File: src/rtl/ppu_loopy_pkg.sv
// Shared constants for the PPU loopy scroll/address registers: CPU register
// indices and the bit positions of the v/t address fields.
package ppu_loopy_pkg;

  localparam logic [2:0] REG_PPUCTRL   = 3'd0;
  localparam logic [2:0] REG_PPUSTATUS = 3'd2;
  localparam logic [2:0] REG_PPUSCROLL = 3'd5;
  localparam logic [2:0] REG_PPUADDR   = 3'd6;
  localparam logic [2:0] REG_PPUDATA   = 3'd7;

  localparam int unsigned CX_LSB = 0;
  localparam int unsigned CX_MSB = 4;
  localparam int unsigned CY_LSB = 5;
  localparam int unsigned CY_MSB = 9;
  localparam int unsigned NT_LSB = 10;
  localparam int unsigned NT_MSB = 11;
  localparam int unsigned FY_LSB = 12;
  localparam int unsigned FY_MSB = 14;

endpackage

File: src/rtl/ppu_loopy_registers_increment_y.sv
// Combinational Y increment of a loopy address: fine Y, then coarse Y with
// the row-29 nametable wrap and the row-31 attribute-area wrap.
module ppu_loopy_increment_y
  import ppu_loopy_pkg::*;
(
  input  logic [14:0] v_cur,
  output logic [14:0] v_next
);

  always_comb begin
    v_next = v_cur;
    if (v_cur[FY_MSB:FY_LSB] != 3'd7) begin
      v_next[FY_MSB:FY_LSB] = v_cur[FY_MSB:FY_LSB] + 3'd1;
    end else begin
      v_next[FY_MSB:FY_LSB] = '0;
      case (v_cur[CY_MSB:CY_LSB])
        5'd29: begin
          v_next[CY_MSB:CY_LSB] = '0;
          v_next[NT_MSB]        = ~v_cur[NT_MSB];
        end
        5'd31:   v_next[CY_MSB:CY_LSB] = '0;
        default: v_next[CY_MSB:CY_LSB] = v_cur[CY_MSB:CY_LSB] + 5'd1;
      endcase
    end
  end

endmodule

File: src/rtl/ppu_loopy_registers.sv
// PPU internal scroll/address state (v, t, fine X, write toggle) updated by
// CPU register accesses and renderer increment/copy strobes.
module ppu_loopy_registers
  import ppu_loopy_pkg::*;
#(
  parameter bit GLITCH_2007_INC = 1'b1
) (
  input  logic        i_clk,
  input  logic        i_reset_n,
  input  logic [2:0]  i_rs,
  input  logic [7:0]  i_data,
  input  logic        i_reg_write,
  input  logic        i_reg_read,
  input  logic        i_rendering_enabled,
  input  logic        i_inc_x,
  input  logic        i_inc_y,
  input  logic        i_copy_x,
  input  logic        i_copy_y,
  output logic [14:0] o_v,
  output logic [14:0] o_t,
  output logic [2:0]  o_fine_x,
  output logic        o_w,
  output logic        o_inc32
);

  logic [14:0] v_q, t_q, v_d, t_d;
  logic [2:0]  fx_q, fx_d;
  logic        w_q, w_d, inc32_q, inc32_d;
  logic        data_acc, addr_load;
  logic [14:0] v_x, v_y, v_rend;

  assign data_acc = (i_reg_write || i_reg_read) && (i_rs == REG_PPUDATA);

  // X stage feeds the single Y incrementer, so a rendering-time PPUDATA
  // access yields incy(incx(v)) without a second incrementer.
  always_comb begin
    v_x = v_q;
    if (i_rendering_enabled) begin
      if (data_acc || (i_inc_x && !i_copy_x)) begin
        if (v_q[CX_MSB:CX_LSB] == 5'd31) begin
          v_x[CX_MSB:CX_LSB] = '0;
          v_x[NT_LSB]        = ~v_q[NT_LSB];
        end else begin
          v_x[CX_MSB:CX_LSB] = v_q[CX_MSB:CX_LSB] + 5'd1;
        end
      end else if (i_copy_x) begin
        v_x[NT_LSB]        = t_q[NT_LSB];
        v_x[CX_MSB:CX_LSB] = t_q[CX_MSB:CX_LSB];
      end
    end
  end

  ppu_loopy_increment_y u_inc_y (
    .v_cur  (v_x),
    .v_next (v_y)
  );

  always_comb begin
    v_rend = v_x;
    if (i_rendering_enabled) begin
      if (i_copy_y) begin
        v_rend[FY_MSB:NT_MSB] = t_q[FY_MSB:NT_MSB];
        v_rend[CY_MSB:CY_LSB] = t_q[CY_MSB:CY_LSB];
      end else if (i_inc_y) begin
        v_rend = v_y;
      end
    end
  end

  always_comb begin
    t_d       = t_q;
    fx_d      = fx_q;
    w_d       = w_q;
    inc32_d   = inc32_q;
    addr_load = 1'b0;
    if (i_reg_write) begin
      case (i_rs)
        REG_PPUCTRL: begin
          t_d[NT_MSB:NT_LSB] = i_data[1:0];
          inc32_d            = i_data[2];
        end
        REG_PPUSCROLL: begin
          if (!w_q) begin
            t_d[CX_MSB:CX_LSB] = i_data[7:3];
            fx_d               = i_data[2:0];
            w_d                = 1'b1;
          end else begin
            t_d[FY_MSB:FY_LSB] = i_data[2:0];
            t_d[CY_MSB:CY_LSB] = i_data[7:3];
            w_d                = 1'b0;
          end
        end
        REG_PPUADDR: begin
          if (!w_q) begin
            t_d[13:8] = i_data[5:0];
            t_d[14]   = 1'b0;
            w_d       = 1'b1;
          end else begin
            t_d[7:0]  = i_data;
            w_d       = 1'b0;
            addr_load = 1'b1;
          end
        end
        default: ;
      endcase
    end
    if (i_reg_read && (i_rs == REG_PPUSTATUS)) w_d = 1'b0;

    if (addr_load) begin
      v_d = t_d;
    end else if (data_acc) begin
      if (i_rendering_enabled && GLITCH_2007_INC) v_d = v_y;
      else v_d = v_q + (inc32_q ? 15'd32 : 15'd1);
    end else begin
      v_d = v_rend;
    end
  end

  always_ff @(posedge i_clk or negedge i_reset_n) begin
    if (!i_reset_n) begin
      v_q     <= '0;
      t_q     <= '0;
      fx_q    <= '0;
      w_q     <= 1'b0;
      inc32_q <= 1'b0;
    end else begin
      v_q     <= v_d;
      t_q     <= t_d;
      fx_q    <= fx_d;
      w_q     <= w_d;
      inc32_q <= inc32_d;
    end
  end

  assign o_v      = v_q;
  assign o_t      = t_q;
  assign o_fine_x = fx_q;
  assign o_w      = w_q;
  assign o_inc32  = inc32_q;

endmodule

File: config.mk
export PLATFORM = sky130hd
export DESIGN_NAME = ppu_loopy_registers
export DESIGN_NICKNAME = d
export VERILOG_FILES = /design/src/rtl/ppu_loopy_pkg.sv /design/src/rtl/ppu_loopy_registers_increment_y.sv /design/src/rtl/ppu_loopy_registers.sv
export SDC_FILE = /design/constraint.sdc
export NUM_CORES = 1
export LEC_CHECK = 0
export BUFFER_PORTS_ARGS = -buffer_cell sky130_fd_sc_hd__buf_2
export CAP_MARGIN = 0
export CORE_UTILIZATION = 50
export DETAILED_ROUTE_END_ITERATION = 6
export GPL_TIMING_DRIVEN = 0
export PLACE_DENSITY = 0.72
export SLEW_MARGIN = 20
export SYNTH_ARGS = -nofsm -noshare
export SYNTH_HDL_FRONTEND = slang
export SYNTH_HIERARCHICAL = 1
export SYNTH_SLANG_ARGS = --single-unit
File: constraint.sdc
create_clock -name i_clk -period 3.6 [get_ports i_clk]
set_input_delay 0.36 -clock i_clk [delete_from_list [all_inputs] [get_ports i_clk]]
set_output_delay 0.36 -clock i_clk [all_outputs]
set_load 0.005 [all_outputs]
==> reports/metrics.yaml, run 1 <==
run_status:
  status: "finished clean"
placed_design:
  dp_worst_setup_slack_ns: 0.884
  dp_cells: 522
  dpl_cell_area_um2: 3550
  port-buffer-count: 52
  hpwl_um: 7320
  place_congestion: 0.897
job:
  max_cap_violations: 0
die:
  fp.dieW_um: 81.9
  ios: 55
  initial_core_util_pct: 53.0
  dieArea_um2: 6710
  fp.dieH_um: 81.9
  core_region_area_um2: 6030
  rows: 28
setup_path:
  critical_path_class: "flop to flop"
  critPathBufInv: 1
  crit_family: "compound AO/OA/AOI/OAI gates"
  crit_required_ns: 3.79
  endpoint_kind: "flop"
  start_kind: "flop"
  crit_fanout: 9
  slowest_delay_ns: 0.54
  arrival_ns: 2.95
  cp_slowest_cell: "dfrtp_1"
  cp_cell_sequence: "ha_1 -> and3_1 -> ha_1 -> nor2b_1 -> mux2_2 -> o32ai_1 -> nor2_1 -> mux2_2 -> buf_4 -> a32oi_1 -> o21ai_0 -> a21o_1"
yosys:
  synth_area_um2: 3190
  synth_top_area_share_pct: 27.4
  synth_edf_count: 0
  ys.flop_type: "dfrtp_1"
  synthCells: 395
  ys_seq_area_share_pct: 27.4
  synth.cells.most_frequent: "nand2_1, dfrtp_1, nor2_1"
  ys_seq_elements: 35
  synth_fp_nets: 426
  ys_types: 78
  avgSynthCellArea_um2: 8.08
  synth_area_leaders: "dfrtp_1, nand2_1, ha_1"
  synth_most_common_cell: "nand2_1"
  async_flop_share_pct: 100
  yosysWarningCount: 6
  synth_top_cell_by_area: "dfrtp_1"
routing:
  drt-initial-drc-count: 342
  vias_per_cell: 6.27
  wl_per_cell_um: 18.0
  ant_nets: 0
  remaining_drc_errors: 0
  drt_pass1_iterations: 5
  route.vias.total: 3323
  routed_wl_um: 9550
sta:
  rsz0062_at_grt: "no"
  skew_ns: 0.00899
  finalSetupViolations: 0
  worst_slew_pin_slew_ns: 0.904
  finalCriticalPeriod_ns: 2.76
  max_slew_margin_pct: 39.3
  finalHoldViolCount: 0
  timing.final.ws_setup_ns: 0.836
  max_freq_mhz: 362
  setup_tns_ns: 0
  period_share_pct: 76.8
  maxSlewViolCount: 0
finish:
  fin_area_um2: 3630
  fin_nets: 485
  layout-drive-gt1-share_pct: 27.3
  area_growth_pct: 13.8
  diodes: 0
  n_fill_cell: 591
  fin_cells: 530
clock_tree:
  cts_tree: "done"
  root_buffer: "clkbuf_8"
  clk_latency_ns: 0.30
  ctsHoldBuffers: 0
  clockBufferDepth: 2
  clkTransAtPathRegs_ns: 0.08
  ctsResizeCount: 0
  cts_buffers: 5
  postCtsSetupBuffers: 0
  htree_levels: 2
  cts_sinks: 35
power:
  cellPowerDensity_nw_per_um2: 436
  p_leak_nw: 1.64
  peakVddDrop_v: 0.000236
  totalPowerFinal_mw: 1.58
hold_path:
  min_path_type: "input pin to asynchronous set/reset pin"
global_routing:
  grt_pass1_wl_um: 15000
  grt_max_degree: 36
  gr-total-overflow: 0
  grt_pass1_vias: 2971
  antenna_found_initial: 0
  grtUsageTotal_pct: 30.3
worst reg2reg max path, cell delays in order, from the launching register on:
cell and delay, ns:
dfrtp_1 0.54, ha_1 0.24, and3_1 0.19, ha_1 0.20, nor2b_1 0.05, mux2_2 0.29
o32ai_1 0.17, nor2_1 0.09, mux2_2 0.28, buf_4 0.14, a32oi_1 0.17, o21ai_0 0.12
a21o_1 0.17
flip-flops by register name, indices dropped and copies added (netlist names):
| name | cells |
|---|---|
| o_w | 1 |
| o_inc32 | 1 |
| o_t | 15 |
| o_v | 15 |
| o_fine_x | 3 |
cell families after synthesis:
logic type | Yosys count | synth area share, %
compound gates | 134 | 30.7
simple gates | 151 | 24.1
mux | 8 | 2.63
buf+inv | 51 | 9.37
fa+ha+maj | 11 | 4.31
xor+xnor | 5 | 1.37
flops | 35 | 27.4
power by group:
group	switching (mW)	total, mW	internal, mW
clock	0.162	0.298	0.136
sequential	0.132	0.611	0.479
combinational	0.345	0.676	0.331
metal layers:
metal | track usage (%) | wire (um) | up-vias
met4 | 13.0 | 254 | 0
met1 | 42.1 | 4380 | 1576
li1 | - | - | 1589
met3 | 4.56 | 634 | 24
met2 | 46.2 | 4280 | 134
met5 | 0 | 0 | -
stage by stage:
step                utilization (%)  hold WS (ns)
finish                         60.3         0.143
global route                   60.3         0.211
CTS                            60.3         0.172
detailed placement             58.8         0.464
global placement               58.8         0.458
floorplan                         -        0.0644
layout make-up:
type / count / area, um^2 / area share [%]
clock inverters: 2 / 12.5 / 0.345
inverters: 12 / 45.0 / 1.24
flip-flops and latches: 35 / 876 / 24.1
clock buffers: 6 / 72.6 / 2.00
plain buffers: 39 / 254 / 7.00
multi-input cells: 309 / 2020 / 55.5
repair buffers: 52 / 260 / 7.17
well taps: 75 / 93.8 / 2.58
final timing paths:
kind / start / endpoint / slack, ns / depth (start not counted)
setup / recovery: o_v[1]$_DFF_PN0_ / o_v[3]$_DFF_PN0_ / 0.84 / 12
hold / removal: i_reset_n / o_fine_x[0]$_DFFE_PN0P_ / 0.14 / 1
setup reg to reg: o_v[1]$_DFF_PN0_ / o_v[3]$_DFF_PN0_ / 0.84 / 12
hold reg to reg: o_fine_x[2]$_DFFE_PN0P_ / o_fine_x[2]$_DFFE_PN0P_ / 0.48 / 2
max in group asynchronous: i_reset_n / o_t[14]$_DFF_PN0_ / 2.95 / 1
min in group i_clk: i_data[0] / o_fine_x[0]$_DFFE_PN0P_ / 0.34 / 3
cell usage in the layout, fill, tap and decap left out, types with 5 or more instances in the layout:
cell type,instances
a21o_1,6
a21oi_1,21
a22oi_1,6
buf_2,68
buf_4,17
clkbuf_8,5
dfrtp_1,35
ha_1,11
inv_1,12
mux2i_1,5
nand2_1,48
nand2b_1,11
nand3_1,13
nand4_1,6
nor2_1,31
nor2b_1,8
nor3_1,10
o21ai_0,26
o22ai_1,10
(Power assumes the default switching activity.)
==> inputs of run 2 (changes only) <==
==> constraint.sdc (replaced) <==
create_clock -name i_clk -period 2.56 [get_ports i_clk]
set_input_delay 0.256 -clock i_clk [delete_from_list [all_inputs] [get_ports i_clk]]
set_output_delay 0.256 -clock i_clk [all_outputs]
set_load 0.005 [all_outputs]
==> run 2 against run 1 <==
Sequential share of layout area down 0.40 points. Clock skew up 0.0021 ns. Register-to-register slack worse by 0.72 ns. Final cell count up 0.38%.
==> reports/metrics.yaml, run 2 (synthesized netlist as in run 1, its figures left out) <==
setup_path:
  rr_worst_depth: 12
  cp_cell_sequence: "ha_2 -> and3_4 -> ha_4 -> nor2_1 -> mux2_4 -> o32ai_4 -> nor2_1 -> mux2_2 -> buf_4 -> a32oi_1 -> o21ai_0 -> a21o_1"
  slowest_delay_ns: 0.39
  arrival_ns: 2.63
  path_common_cell: "nor2_1"
  start_kind: "flop"
  crit_fanout: 3
  crit_required_ns: 2.75
  cp_slowest_cell: "dfrtp_2"
  critical_path_class: "flop to flop"
  endpoint_kind: "flop"
power:
  peakVddDrop_v: 0.000344
  cellPowerDensity_nw_per_um2: 616
  p_leak_nw: 1.65
global_routing:
  gr-total-overflow: 0
  grt_max_degree: 36
  grtUsageTotal_pct: 30.5
  antenna_found_initial: 0
  grt_pass1_vias: 2979
  grt_pass1_wl_um: 15100
routing:
  drt-initial-drc-count: 239
  remaining_drc_errors: 0
  vias_per_cell: 6.27
  drt_pass1_iterations: 5
  ant_nets: 0
  wl_per_cell_um: 18.2
  routed_wl_um: 9700
  route.vias.total: 3335
job:
  max_cap_violations: 0
die:
  rows: 28
  initial_core_util_pct: 53.0
  fp.dieW_um: 81.9
  ios: 55
  fp.dieH_um: 81.9
  core_region_area_um2: 6030
  dieArea_um2: 6710
placed_design:
  port-buffer-count: 52
  dp_worst_setup_slack_ns: -0.156
  dpl_cell_area_um2: 3550
  hpwl_um: 7320
  place_congestion: 0.897
sta:
  max_freq_mhz: 408
  worst_slew_pin_slew_ns: 0.904
  timing.final.ws_setup_ns: 0.111
  skew_ns: 0.0111
  finalSetupViolations: 0
  max_slew_margin_pct: 39.3
  rsz0062_at_grt: "no"
  maxSlewViolCount: 0
  finalCriticalPeriod_ns: 2.45
  period_share_pct: 95.7
  finalHoldViolCount: 0
clock_tree:
  root_buffer: "clkbuf_8"
  clockBufferDepth: 2
  clkTransAtPathRegs_ns: 0.08
  ctsHoldBuffers: 0
  cts_buffers: 5
  htree_levels: 2
  cts_tree: "done"
  clk_latency_ns: 0.30
  cts_sinks: 35
finish:
  final_cell_mix: "buf_2, nand2_1, dfrtp_1, nor2_1, o21ai_0"
  area_growth_pct: 16.0
  final_common_cell: "buf_2"
  diodes: 0
  layout-drive-gt1-share_pct: 29.1
  fin_area_um2: 3700
  fin_nets: 487
run_status:
  status: "finished clean"
hold_path:
  min_path_type: "input pin to asynchronous set/reset pin"
[run 2: cell types whose count changed in the layout (fill, tap and decap cells not counted), sizes merged]
cell    previous run  this run
clkbuf             9        11
[run 2: critical path: cells and delay by family (launching register included)]
kind	cells	cell delay, ns
mux	2	0.57
buf+inv	1	0.14
flops	1	0.39
simple gates	3	0.33
fa+ha+maj	2	0.33
compound gates	4	0.59
[run 2: layer usage]
metal | track usage (%) | vias up | wire length, um
met2 | 46.4 | 150 | 4330
met5 | 0 | - | 0
met4 | 13.0 | 0 | 321
met1 | 42.4 | 1564 | 4360
li1 | - | 1591 | -
met3 | 4.67 | 30 | 684
[run 2: timing repair]
item	4_1_cts	5_1_grt
endpoints found under the setup margin	1	1
cloned	0	0
buffers inserted	2	0
pin swaps	0	0
resized for setup	2	10
[run 2: layout make-up]
type,instances,area (um^2)
repair buffers,54,275
inverters,12,45.0
clock inverters,2,12.5
well taps,75,93.8
flip-flops and latches,35,878
fillers,580,2320
multi-input cells,309,2070
clock buffers,6,72.6
plain buffers,39,259
[run 2: final timing paths]
path / slack (ns) / endpoint / startpoint
max: 0.11 / o_v[3]$_DFF_PN0_ / o_v[0]$_DFF_PN0_
min in group i_clk: 0.24 / o_fine_x[0]$_DFFE_PN0P_ / i_data[0]
max in group asynchronous: 1.96 / o_v[0]$_DFF_PN0_ / i_reset_n
min reg2reg: 0.48 / o_fine_x[2]$_DFFE_PN0P_ / o_fine_x[2]$_DFFE_PN0P_
min: 0.04 / o_fine_x[0]$_DFFE_PN0P_ / i_reset_n
max reg2reg: 0.11 / o_v[3]$_DFF_PN0_ / o_v[0]$_DFF_PN0_
[run 2: stage by stage]
step                util (%)  TNS, ns  hold slack (ns)  power, mW  std cells
floorplan                  -        0          -0.0396       1.46        395
global placement        58.8  -0.0790            0.396       1.78        522
detailed placement      58.8   -0.156            0.390       1.80        522
CTS                     60.5        0           0.0675       2.24        532
global route            61.4        0            0.106       2.44        532
finish                  61.4        0           0.0415       2.28        532
[run 2: report_power, final]
part / leakage, nW / total [mW] / internal, mW / switching (mW)
Combinational: 1.18 / 1.02 / 0.498 / 0.520
Clock: 0.0412 / 0.415 / 0.191 / 0.225
Sequential: 0.434 / 0.848 / 0.676 / 0.173
Total: 1.65 / 2.28 / 1.36 / 0.917
==> inputs of run 3 (changes only) <==
--- a/config.mk
+++ b/config.mk
@@ -10,7 +10,7 @@
 export CORE_UTILIZATION = 50
 export DETAILED_ROUTE_END_ITERATION = 6
 export GPL_TIMING_DRIVEN = 0
-export PLACE_DENSITY = 0.72
+export PLACE_DENSITY = 0.81
 export SLEW_MARGIN = 20
 export SYNTH_ARGS = -nofsm -noshare
 export SYNTH_HDL_FRONTEND = slang
==> run 3 against run 2 <==
First-iteration DRC count grew 37%. Clock skew grew 0.00058 ns. Combinational power is essentially flat. Final cell count is the same. Largest power group unchanged. Non-clock buffer count is the same. Setup slack lost 0.0099 ns. Critical path depth is the same. Highest routed layer unchanged. Die area is the same. Total power grew 5.4%. Global-route usage grew 0.22 points.
==> reports/metrics.yaml, run 3 (synthesized netlist as in run 1, its figures left out) <==
sta:
  max_freq_mhz: 407
  maxSlewViolCount: 0
  finalSetupViolations: 0
  max_slew_margin_pct: 37.0
  timing.final.ws_setup_ns: 0.101
  finalHoldViolCount: 0
  finalCriticalPeriod_ns: 2.46
  worst_slew_pin_slew_ns: 0.938
  skew_ns: 0.0116
  rsz0062_at_grt: "no"
  period_share_pct: 96.1
finish:
  area_growth_pct: 16.3
  final_common_cell: "buf_2"
  n_fill_cell: 569
  final_cell_mix: "buf_2, nand2_1, dfrtp_1, nor2_1, o21ai_0"
  fin_cells: 532
  fin_nets: 487
  layout-drive-gt1-share_pct: 29.3
  diodes: 0
routing:
  ant_nets: 0
  drt_pass1_iterations: 5
  routed_wl_um: 9860
  wl_per_cell_um: 18.5
  vias_per_cell: 6.42
  route.vias.total: 3415
  drt-initial-drc-count: 327
  remaining_drc_errors: 0
setup_path:
  crit_fanout: 3
  cp_cell_sequence: "ha_2 -> and3_4 -> ha_2 -> nor2_1 -> mux2_4 -> o32ai_2 -> nor2_1 -> mux2_2 -> buf_4 -> a32oi_1 -> o21ai_1 -> a21o_1"
  start_kind: "flop"
  arrival_ns: 2.66
  slowest_delay_ns: 0.39
  cp_slowest_cell: "dfrtp_2"
  endpoint_kind: "flop"
  crit_required_ns: 2.76
  critical_path_class: "flop to flop"
global_routing:
  grt_pass1_vias: 3084
  grtUsageTotal_pct: 30.7
  grt_pass1_wl_um: 15400
  antenna_found_initial: 0
  gr-total-overflow: 0
  grt_max_degree: 36
clock_tree:
  cts_buffers: 5
  cts_sinks: 35
  clockBufferDepth: 2
  ctsHoldBuffers: 0
  root_buffer: "clkbuf_8"
  cts_tree: "done"
  clk_latency_ns: 0.31
  htree_levels: 2
  clkTransAtPathRegs_ns: 0.09
power:
  p_leak_nw: 1.67
  cellPowerDensity_nw_per_um2: 647
  peakVddDrop_v: 0.000405
die:
  dieArea_um2: 6710
  fp.dieW_um: 81.9
  rows: 28
  fp.dieH_um: 81.9
  core_region_area_um2: 6030
  initial_core_util_pct: 53.0
  ios: 55
run_status:
  status: "finished clean"
placed_design:
  place_congestion: 0.943
  dp_cells: 522
  port-buffer-count: 52
  dp_worst_setup_slack_ns: -0.145
  hpwl_um: 7340
job:
  max_cap_violations: 0
hold_path:
  min_path_type: "input pin to asynchronous set/reset pin"
==> run 3: cell count changes in the layout (fill, tap and decap cells not counted), sizes merged <==
cell,delta
clkinvlp,-1
bufinv,+1
==> run 3: per-layer routing <==
metal / wire (um) / share of wire, % / up-vias / global-route usage [%]
met3: 715 / 7.3 / 17 / 7.00
met2: 4700 / 48 / 181 / 49.8
met5: 0 / 0 / - / 0
met4: 177 / 1.8 / 0 / 9.47
met1: 4260 / 43 / 1636 / 40.2
li1: - / - / 1581 / -
==> run 3: where the power goes <==
group	leakage [nW]	internal [mW]	total [mW]	switching (mW)
Clock	0.0612	0.316	0.550	0.235
Combinational	1.17	0.495	1.02	0.524
Sequential	0.434	0.676	0.835	0.160
Total	1.67	1.49	2.40	0.919
==> run 3: cell type report <==
| class | count | area [um^2] | share of cell area (%) |
|---|---|---|---|
| Multi-Input combinational cell | 309 | 2040 | 55.1 |
| Sequential cell | 35 | 878 | 23.7 |
| Timing Repair Buffer | 54 | 275 | 7.41 |
| Buffer | 39 | 259 | 6.97 |
| Tap cell | 75 | 93.8 | 2.53 |
| Clock buffer | 6 | 82.6 | 2.22 |
| Inverter | 12 | 45.0 | 1.21 |
| Clock inverter | 2 | 35.0 | 0.943 |
==> run 3: path summary, 6_finish.rpt <==
path | endpoint | startpoint | cells after the start | slack [ns]
worst max register to register | o_v[3]$_DFF_PN0_ | o_v[0]$_DFF_PN0_ | 12 | 0.10
worst min register to register | o_fine_x[2]$_DFFE_PN0P_ | o_fine_x[2]$_DFFE_PN0P_ | 2 | 0.48
worst min-delay path | o_v[3]$_DFF_PN0_ | i_reset_n | 1 | 0.04
max in group asynchronous | o_v[1]$_DFF_PN0_ | i_reset_n | 1 | 1.95
worst max-delay path | o_v[3]$_DFF_PN0_ | o_v[0]$_DFF_PN0_ | 12 | 0.10
min in group i_clk | o_t[11]$_DFF_PN0_ | i_data[1] | 3 | 0.22
==> run 3: through the flow <==
step                      setup TNS, ns  hold WS, ns  total power, mW  utilization [%]  instance area (um^2)
after global routing                  0        0.113             2.54             61.6                  3710
final                                 0       0.0414             2.40             61.6                  3710
after floorplan                       0      -0.0396             1.46                -                  3190
after CTS                             0       0.0763             2.37             61.1                  3680
after global placement          -0.0763        0.389             1.77             58.8                  3550
after detailed placement         -0.145        0.414             1.81             58.8                  3550
==> run 3: repair_timing <==
item | 4_1_cts | 5_1_grt
endpoints found under the setup margin | 1 | 1
pin swaps | 0 | 0
resized for setup | 2 | 9
buffers inserted | 2 | 0
==> run 3: critical path: cells and delay by family (launching register included) <==
family	cells	cell delay, ns
AO/OA/AOI/OAI	4	0.59
adder cells (fa/ha/maj)	2	0.37
buffers and inverters	1	0.13
flip-flops	1	0.39
multiplexers	2	0.57
AND/OR/NAND/NOR	3	0.31
